$ cat config.mk
export PLATFORM = sky130hd
export DESIGN_NAME = uart_tx_arbiter
export DESIGN_NICKNAME = d
export VERILOG_FILES = /design/src/rtl/uart_tx_arbiter.sv
export SDC_FILE = /design/constraint.sdc
export NUM_CORES = 1
export LEC_CHECK = 0
export BUFFER_PORTS_ARGS = -buffer_cell sky130_fd_sc_hd__clkbuf_2
export CAP_MARGIN = 20
export CORE_MARGIN = 3
export CORE_UTILIZATION = 47
export DETAILED_ROUTE_END_ITERATION = 8
export HOLD_SLACK_MARGIN = 0.15
export PLACE_DENSITY_LB_ADDON = 0.08
export SYNTH_ARGS = -nofsm -noshare
export SYNTH_HDL_FRONTEND = slang
export SYNTH_SLANG_ARGS = --single-unit
export TNS_END_PERCENT = 30
$ cat constraint.sdc
create_clock -name clk -period 1.97 [get_ports clk]
set_input_delay 0.394 -clock clk [delete_from_list [all_inputs] [get_ports clk]]
set_output_delay 0.394 -clock clk [all_outputs]
set_load 0.02 [all_outputs]
$ cat src/rtl/uart_tx_arbiter.sv
// uart_tx_arbiter
// Shares one UART transmitter between two byte FIFOs:
//   source 0 = RX echo/loopback FIFO
//   source 1 = response FIFO
// Grants rotate round-robin. Each grant is limited to MAX_BURST bytes so
// that neither source can starve the other.
//
// Handshake rules
//   FIFO side: rdreq_x is a one-cycle pop pulse. The popped byte appears on
//     q_x in the following cycle. rdreq_x is only raised for a source whose
//     empty flag was sampled low, and this block is the FIFO's only reader.
//   TX side: tx_start is a one-cycle pulse, and tx_data is valid in that
//     cycle. The transmitter counts as free again once tx_busy reads low in
//     SEND. HOLD gives the transmitter one cycle to raise busy, so a slow
//     busy is never mistaken for completion.
//
// Byte flow per transfer: READ (pop) -> LATCH (capture q) -> LOAD (start)
//   -> HOLD -> SEND (wait for !busy).
module uart_tx_arbiter #(
  parameter int DATA_W    = 8,
  parameter int MAX_BURST = 4
) (
  input  logic              clk,
  input  logic              rst,
  input  logic              empty_0,
  input  logic [DATA_W-1:0] q_0,
  output logic              rdreq_0,
  input  logic              empty_1,
  input  logic [DATA_W-1:0] q_1,
  output logic              rdreq_1,
  input  logic              tx_busy,
  output logic              tx_start,
  output logic [DATA_W-1:0] tx_data,
  output logic [1:0]        grant,
  output logic              active,
  output logic [2:0]        state_dbg
);

  typedef enum logic [2:0] {
    S_IDLE  = 3'd0,
    S_READ  = 3'd1,
    S_LATCH = 3'd2,
    S_LOAD  = 3'd3,
    S_HOLD  = 3'd4,
    S_SEND  = 3'd5
  } state_t;

  // Burst counter is 4 bits wide. MAX_BURST is limited to 1..15, so the
  // limit always fits in the counter.
  localparam logic [3:0] BURST_LIM = 4'(MAX_BURST);
  localparam logic [3:0] BURST_SAT = 4'hF;

  state_t            state_q, state_d;
  logic [1:0]        grant_q, grant_d;
  logic [3:0]        burst_q, burst_d;
  logic              last_q,  last_d;   // index of the source served last
  logic [DATA_W-1:0] data_q,  data_d;

  logic              req_0, req_1;
  logic              pick_1;
  logic              granted_empty;
  logic [DATA_W-1:0] granted_q;

  assign req_0 = ~empty_0;
  assign req_1 = ~empty_1;

  // Source selection and views of the currently granted FIFO.
  always_comb begin
    if (req_0 && req_1) begin
      pick_1 = ~last_q;           // tie: favour whoever was not served last
    end else begin
      pick_1 = req_1;
    end
    granted_empty = grant_q[1] ? empty_1 : empty_0;
    granted_q     = grant_q[1] ? q_1     : q_0;
  end

  // State and datapath registers; reset drops any byte in flight.
  always_ff @(posedge clk) begin
    if (rst) begin
      state_q <= S_IDLE;
      grant_q <= 2'b00;
      burst_q <= 4'd0;
      last_q  <= 1'b1;            // source 0 wins the first tie
      data_q  <= '0;
    end else begin
      state_q <= state_d;
      grant_q <= grant_d;
      burst_q <= burst_d;
      last_q  <= last_d;
      data_q  <= data_d;
    end
  end

  // Next-state logic: arbitration, burst accounting and byte capture.
  always_comb begin
    state_d = state_q;
    grant_d = grant_q;
    burst_d = burst_q;
    last_d  = last_q;
    data_d  = data_q;
    unique case (state_q)
      S_IDLE: begin
        if (!tx_busy && (req_0 || req_1)) begin
          grant_d = pick_1 ? 2'b10 : 2'b01;
          burst_d = 4'd0;
          state_d = S_READ;
        end
      end
      S_READ: begin
        state_d = S_LATCH;
      end
      S_LATCH: begin
        data_d = granted_q;
        if (burst_q != BURST_SAT) begin
          burst_d = burst_q + 4'd1;
        end
        state_d = S_LOAD;
      end
      S_LOAD: begin
        state_d = S_HOLD;
      end
      S_HOLD: begin
        // tx_busy may still be low here even though a frame was just started.
        state_d = S_SEND;
      end
      S_SEND: begin
        if (!tx_busy) begin
          if (!granted_empty && (burst_q < BURST_LIM)) begin
            state_d = S_READ;
          end else begin
            last_d  = grant_q[1];
            grant_d = 2'b00;
            state_d = S_IDLE;
          end
        end
      end
      default: begin
        state_d = S_IDLE;
        grant_d = 2'b00;
      end
    endcase
  end

  // Output decode. Pulses are masked during reset so none leak in that cycle.
  always_comb begin
    rdreq_0  = 1'b0;
    rdreq_1  = 1'b0;
    tx_start = 1'b0;
    if (!rst) begin
      if (state_q == S_READ) begin
        rdreq_0 = grant_q[0];
        rdreq_1 = grant_q[1];
      end
      tx_start = (state_q == S_LOAD);
    end
  end

  assign tx_data   = data_q;
  assign grant     = grant_q;
  assign active    = (state_q != S_IDLE);
  assign state_dbg = state_q;

endmodule

==> flow_summary.ini, run 1 <==
[clock_tree]
clk_root_buffer_cell = clkbuf_4
hold_buffers = 0
clk_path_buf_depth = 2
insertion_delay_ps = 290
clk_pin_slew_ps = 100
clock_sinks = 18
cts_tree = yes
htreeDepth = 1
postCtsSetupRepairBufs = 0
cts_buffers = 3

[grt]
use_met1 = 0.217
grt_use_met2 = 0.288
grtUsageTotal = 0.176
antenna_found_initial = 0
grt_max_degree = 17
first_global_vias = 777
top_usage_layer = met2
grtUsageMet3 = 0.0583
grt_pass1_wl_mm = 3.42
overflow = 0

[run_status]
status = finished, final reports clean

[synth]
yosys_warnings = 0
ys_async_sr_fraction = 0
synth_fp_nets = 130
syn_area_um2 = 960
yosysSeqAreaShare = 0.375
synth_area_per_cell_um2 = 8.89
netlist_top_cells_area = dfxtp_1 38%, mux2i_1 9.4%, a211oi_1 6.3%, nor2_1 5.5%, a21oi_1 3.7%
synthCells = 108
ys_ff_latch = 18
synth_edf_count = 0
yosysTopAreaCell = dfxtp_1
synth_top_cell_area_share = 0.375
ys.flop_type = dfxtp_1
ys_types = 37

[pwr]
powerDensity_mw_per_mm2 = 755
p_comb_frac = 0.314
clkPwrFrac = 0.196
internal-power_mw = 0.601
switchingPower_mw = 0.301
vdd_drop_max_mv = 0.514
total_power_mw = 0.902
sw_frac_of_total = 0.334
p_leak_nw = 0.496
power_frac_seq = 0.490

[die]
ios = 38
dieArea_mm2 = 0.00262
initial_utilization = 0.527
core_mm2 = 0.00182
die_y_um = 51.2
die-width_um = 51.2
rows = 15

[routing]
ant_nets = 0
vias_per_cell = 5.27
drc = 0
wl_mm = 2.11
drt_iter0_drc = 16
firstDrtPassIters = 4
wl_per_cell_um = 12.5
num_vias = 890

[cells_and_area]
area_delta_synth_final_pct = 24.4
final_cell_area_mm2 = 0.00119
post_route_cells_drive_above_1_share = 0.368
diodes = 0
nets = 168

[sta]
worst_slew_pin_slew_ps = 417
setup_viol_count_final = 0
slew_viol_final = 0
hold_viol_final = 0
post-route-min-period_ps = 1830
setup_tns_ps = 0
fmax_mhz = 545
relSlewSlack = 0.722
period_share = 0.931
clock-skew-final_ps = 3.92
rsz0062_at_grt = no

[flow_run]
drv_cap = 0

[worst_setup_path]
arrival_ps = 1440
worstPathMaxFanout = 11
cp.required_ps = 1580
end_kind = primary output
crit_type = register to primary output
start_kind = register

[placed_design]
place_area_mm2 = 0.00117
gp_congestion = 0.833
port_buffers = 37
dpl.hpwl_mm = 1.63

[min_path]
hp-class = primary input to register
cells in the mapped netlist, types with 3 or more instances:
| master | instances |
|---|---|
| nor2_1 | 14 |
| nand2_1 | 3 |
| inv_1 | 3 |
| dfxtp_1 | 18 |
| clkbuf_1 | 3 |
| buf_2 | 4 |
| o21ai_0 | 4 |
| nand2b_1 | 3 |
| a21oi_1 | 7 |
| a211oi_1 | 8 |
| mux2i_1 | 9 |
worst max-delay path, stage by stage (launching register included):
cell	delay [ps]
dfxtp_1	430
nor4b_1	390
and2_1	170
clkbuf_2	160
area by class of cell:
type,instances,area [um2]
Multi-Input combinational cell,79,551
Timing Repair Buffer,41,215
Inverter,3,11.3
Tap cell,25,31.3
Fill cell,171,627
Clock buffer,3,22.5
Sequential cell,18,363
logic make-up after synthesis:
| family | count (synthesis) | synth area share |
|---|---|---|
| and+or+nand+nor | 39 | 0.237 |
| AOI/OAI and AO/OA | 27 | 0.192 |
| DFF | 18 | 0.375 |
| buffers and inverters | 11 | 0.0561 |
| muxes | 11 | 0.117 |
| xor gates and xnor gates | 1 | 0.00913 |
| adders and majority gates | 1 | 0.0130 |
layer usage:
metal  routed length, um  vias up
li1                    -      464
met1                 943      394
met2                1010       28
met3                 139        4
met4                  21        0
met5                   0        -
worst paths after layout:
| check | startpoint | end | slack (ps) | cells after the start |
|---|---|---|---|---|
| worst max-delay path | state_dbg[2] | rdreq_1 | 140 | 3 |
| worst min-delay path | rst | state_dbg[2] | 350 | 2 |
| worst max register to register | state_dbg[2] | grant[0] | 410 | 4 |
| worst min register to register | burst_q[1] | burst_q[1] | 500 | 2 |
registers in the layout (all words and copies together) (netlist names):
| signal | cells |
|---|---|
| state_dbg | 3 |
| last_q | 1 |
| grant | 2 |
| tx_data | 8 |
| burst_q | 4 |
stage by stage:
step	setup slack [ps]	hold slack, ps	instances	util
3_5_place_dp	341	492	166	0.642
3_3_place_gp	398	479	166	0.642
2_1_floorplan	12.4	462	108	-
5_1_grt	19.2	349	169	0.656
4_1_cts	92.4	337	169	0.655
6_report	136	350	169	0.656
power by group through the flow:
| stage | logic [mW] | clock network (mW) | registers (mW) |
|---|---|---|---|
| 6_report | 0.283 | 0.177 | 0.442 |
| 5_1_grt | 0.312 | 0.202 | 0.449 |
| 4_1_cts | 0.285 | 0.186 | 0.442 |
| 3_5_place_dp | 0.284 | 0 | 0.449 |
| 3_3_place_gp | 0.280 | 0 | 0.447 |
| 2_1_floorplan | 0.168 | 0 | 0.475 |
what timing repair did:
| action | CTS | global route |
|---|---|---|
| setup endpoints to repair | 1 | 2 |
| cloned | 0 | 0 |
| resized for setup | 1 | 1 |
cells in the final DEF, fill, tap and decap left out, types with 2 or more instances in the layout:
| cell type | n |
|---|---|
| clkbuf_2 | 37 |
| dfxtp_1 | 16 |
| nor2_1 | 14 |
| mux2i_1 | 9 |
| a211oi_1 | 8 |
| a21oi_1 | 7 |
| o21ai_0 | 4 |
| buf_4 | 4 |
| inv_1 | 3 |
| nand2_1 | 3 |
| nand2b_1 | 3 |
| clkbuf_4 | 3 |
| and2_1 | 2 |
| nand3_1 | 2 |
| and3_1 | 2 |
| o21a_1 | 2 |
| a311oi_1 | 2 |
| nor3_1 | 2 |
| dfxtp_2 | 2 |
Note: power is estimated with default switching activity, not from simulation.
==> run 2, diff against run 1 <==
==> constraint.sdc (replaced) <==
create_clock -name clk -period 1.97 [get_ports clk]
set_input_delay 0.2955 -clock clk [delete_from_list [all_inputs] [get_ports clk]]
set_output_delay 0.2955 -clock clk [all_outputs]
set_load 0.02 [all_outputs]
==> run 2 against run 1 <==
Against the previous run:
- cell area is 0.42% higher
- largest cell class unchanged
- clock skew shrank 2.6 ps
- register-to-register slack hardly changed
- worst hold slack worse by 42 ps
- routed wire length rose by 3.2%
- sequential share of layout area down 0.23 points
- critical path depth is the same
==> flow_summary.ini, run 2 (synthesis results as in run 1) <==
[clock_tree]
cts_buffers = 3
clock_sinks = 18
insertion_delay_ps = 290
clk_pin_slew_ps = 100
clk_path_buf_depth = 2
postCtsSetupRepairBufs = 0
cts_tree = yes
htreeDepth = 1
clk_root_buffer_cell = clkbuf_4

[sta]
setup_tns_ps = 0
rsz0062_at_grt = no
setup_viol_count_final = 0
post-route-min-period_ps = 1790
worst_slew_pin_slew_ps = 371
slew_viol_final = 0
hold_viol_final = 0
fmax_mhz = 558
clock-skew-final_ps = 1.30
period_share = 0.909
relSlewSlack = 0.753

[flow_run]
drv_cap = 0

[pwr]
switchingPower_mw = 0.309
powerDensity_mw_per_mm2 = 790
p_leak_nw = 0.498
p_comb_frac = 0.294
clkPwrFrac = 0.238
power_frac_seq = 0.468
vdd_drop_max_mv = 0.576
internal-power_mw = 0.638
sw_frac_of_total = 0.326
total_power_mw = 0.947

[routing]
drt_iter0_drc = 14
vias_per_cell = 5.31
drc = 0
wl_mm = 2.18
firstDrtPassIters = 4
ant_nets = 0
num_vias = 897
wl_per_cell_um = 12.9

[worst_setup_path]
crit_type = register to primary output
end_kind = primary output
start_kind = register
arrival_ps = 1500
crit_path_top_delay_cell = dfxtp_1
worstPathMaxFanout = 9
slowest_delay_ps = 520
path_cells = nor4b_1 -> and2_1 -> clkbuf_2
cp.required_ps = 1670

[die]
ios = 38
initial_utilization = 0.527
die_y_um = 51.2
rows = 15
dieArea_mm2 = 0.00262
die-width_um = 51.2
core_mm2 = 0.00182

[grt]
grtUsageTotal = 0.171
antenna_found_initial = 0
first_global_vias = 776
overflow = 0
grt_max_degree = 17
grt_pass1_wl_mm = 3.44

[cells_and_area]
layout_common_cells = 37 x clkbuf_2, 17 x dfxtp_1, 14 x nor2_1, 9 x mux2i_1, 8 x a211oi_1
diodes = 0
post_route_cells_drive_above_1_share = 0.361
nets = 167
largest_reg_flops = 8
final_common_cell = clkbuf_2
stdcell_count = 169
area_delta_synth_final_pct = 24.9

[placed_design]
port_buffers = 37
gp_congestion = 0.844
placed_cells = 165
dpl.hpwl_mm = 1.66

[min_path]
hp-class = primary input to register

[run_status]
status = finished, final reports clean
## run 2: cell types whose count changed in the layout (fill, tap and decap cells not counted), sizes merged
cell / change
clkbuf: +1
buf: -1
## run 2: area by class of cell
cell class / instances / area, um2
fill: 172 / 622
tap: 25 / 31.3
sequential: 18 / 362
multi-input combinational: 79 / 551
clock buffer: 4 / 36.3
inverter: 3 / 11.3
timing repair buffer: 40 / 208
## run 2: critical path: cells and delay by family, from the launching register on
family | cells | cell delay, ps
buffers and inverters | 1 | 160
flip-flops | 1 | 520
AND/OR/NAND/NOR | 2 | 530
## run 2: worst paths after layout
kind                start    endpoint  slack (ps)  cells after the start
max          state_dbg[0]     rdreq_1         180                      3
min reg2reg    tx_data[6]  tx_data[6]         510                      2
min               empty_1    grant[1]         310                      4
max reg2reg  state_dbg[2]    grant[0]         420                      4
## run 2: routing by layer
metal	global-route usage	wire, um	vias up
met1	0.233	973	397
met4	0.0314	0	0
met5	0	0	-
met2	0.279	1020	42
met3	0.0379	187	0
li1	-	-	458
## run 2: what timing repair did
action | 4_1_cts | 5_1_grt
gates resized for setup | 0 | 1
hold buffers | 0 | 0
setup endpoints to repair | 0 | 1
## run 2: metrics by stage
| stage | worst slack [ps] | hold slack (ps) | cell area (um2) | utilization |
|---|---|---|---|---|
| after floorplan | 111 | 462 | 960 | - |
| after global placement | 446 | 488 | 1160 | 0.638 |
| after detailed placement | 363 | 493 | 1160 | 0.638 |
| after CTS | 121 | 296 | 1200 | 0.658 |
| after global routing | 65.9 | 324 | 1200 | 0.658 |
| final | 179 | 308 | 1200 | 0.658 |
## run 2: power groups by stage
stage / clock network, mW / registers (mW) / logic, mW
floorplan: 0 / 0.475 / 0.168
global placement: 0 / 0.448 / 0.274
detailed placement: 0 / 0.449 / 0.280
CTS: 0.235 / 0.441 / 0.281
global route: 0.246 / 0.450 / 0.308
finish: 0.226 / 0.443 / 0.278
==> run 3, diff against run 2 <==
==> constraint.sdc (replaced) <==
create_clock -name clk -period 1.97 [get_ports clk]
set_input_delay 0.0985 -clock clk [delete_from_list [all_inputs] [get_ports clk]]
set_output_delay 0.0985 -clock clk [all_outputs]
set_load 0.02 [all_outputs]
==> run 3 against run 2 <==
Against the previous run:
- flip-flop and latch count did not move
- die area unchanged
- via count grew 11%
- total power is 4.3% higher
- sequential share of layout area fell by 3.8 points
- sequential power about the same
- register-to-register slack lost 110 ps
- worst hold slack worse by 120 ps
- global-route usage rose by 3.3 points
==> flow_summary.ini, run 3 (synthesis results as in run 1) <==
[sta]
fmax_mhz = 580
setup_viol_count_final = 0
hold_viol_final = 0
post-route-min-period_ps = 1720
rsz0062_at_grt = no
relSlewSlack = 0.669
setup_tns_ps = 0
slew_viol_final = 0
period_share = 0.876
worst_slew_pin_slew_ps = 496
clock-skew-final_ps = 5.38

[clock_tree]
clk_root_buffer_cell = clkbuf_4
clock_sinks = 18
clk_path_buf_depth = 2
ctsResizeCount = 0
cts_tree = yes
insertion_delay_ps = 290
cts_buffers = 3
htreeDepth = 1
clk_pin_slew_ps = 110
postCtsSetupRepairBufs = 0

[grt]
grtUsageTotal = 0.205
grt_pass1_wl_mm = 4.10
grt_max_degree = 23
grt_use_met2 = 0.358
grtUsageMet3 = 0.0379
overflow = 0
antenna_found_initial = 0
first_global_vias = 955
top_usage_layer = met2
use_met1 = 0.247

[routing]
drt_iter0_drc = 11
vias_per_cell = 5.36
firstDrtPassIters = 4
num_vias = 997
wl_per_cell_um = 13.4
ant_nets = 0
drc = 0
wl_mm = 2.50

[cells_and_area]
nets = 184
post_route_cells_drive_above_1_share = 0.317
area_delta_synth_final_pct = 42.5
layout_common_cells = 37 x clkbuf_2, 18 x dfxtp_1, 17 x dlygate4sd3_1, 14 x nor2_1, 9 x mux2i_1
largest_reg_flops = 8
stdcell_count = 186
diodes = 0
final_common_cell = clkbuf_2

[die]
die-width_um = 51.2
core_mm2 = 0.00182
ios = 38
rows = 15
initial_utilization = 0.527
dieArea_mm2 = 0.00262
die_y_um = 51.2

[worst_setup_path]
arrival_ps = 1630
end_kind = primary output
slowest_delay_ps = 650
crit_type = register to primary output
path_cells = nor4bb_1 -> clkbuf_2
start_kind = register
crit_family = flip-flops
worstPathMaxFanout = 16
cp.required_ps = 1870
crit_path_top_delay_cell = dfxtp_1
cp_num_buf_inv = 1

[placed_design]
gp_congestion = 0.839
placed_cells = 165
port_buffers = 37
dpl.hpwl_mm = 1.56

[min_path]
hp-class = primary input to register

[run_status]
status = finished, final reports clean

[pwr]
powerDensity_mw_per_mm2 = 722
p_leak_nw = 0.569
vdd_drop_max_mv = 0.463

[flow_run]
drv_cap = 0
==> run 3: cell types whose count changed in the layout (fill, tap and decap cells not counted) <==
| cell | previous run | this run |
|---|---|---|
| dfxtp_1 | 17 | 18 |
| dfxtp_2 | 1 | 0 |
| dlygate4sd3_1 | 0 | 17 |
==> run 3: tightest hold or removal path, delay by kind of cell <==
kind                   cells  cell delay [ps]
buffers and inverters      2              150
muxes                      1               60
AOI/OAI and AO/OA          1               70
and+or+nand+nor            1               60
==> run 3: timing repair <==
| action | in CTS | in global routing |
|---|---|---|
| hold endpoints to repair | 9 | 0 |
| hold buffers | 17 | 0 |
| endpoints found under the setup margin | 0 | 0 |
==> run 3: metrics by stage <==
step	setup WS (ps)	utilization	instance area [um2]	power [mW]	hold slack, ps
after floorplan	308	-	960	0.642	278
after global placement	469	0.638	1160	0.723	420
after detailed placement	427	0.638	1160	0.730	429
after CTS	262	0.751	1370	0.989	187
after global routing	147	0.751	1370	1.05	233
final	245	0.751	1370	0.988	190
==> run 3: final cells by class <==
class	count	area [um2]
sequential	18	360
tap	25	31.3
fill	143	453
timing repair buffer	57	378
inverter	3	11.3
clock buffer	4	36.3
multi-input combinational	79	551
==> run 3: where the power goes <==
part | internal [mW] | switching (mW)
Sequential | 0.402 | 0.0398
Combinational | 0.151 | 0.166
Clock | 0.112 | 0.116
Total | 0.666 | 0.322
==> run 3: worst paths after layout <==
kind                 from  cells after the start  slack, ps          to
max reg2reg  state_dbg[1]                      5        310  tx_data[1]
min reg2reg    burst_q[1]                      2        500  burst_q[1]
min               empty_0                      5        190    grant[1]
max          state_dbg[1]                      2        250    tx_start
==> run 3: layer usage <==
layer / vias up / share of wire / wire [um]
met5: - / 0 / 0
met4: 0 / 0.0072 / 18
met3: 2 / 0.056 / 140
met2: 40 / 0.52 / 1310
met1: 464 / 0.41 / 1040
li1: 491 / - / -
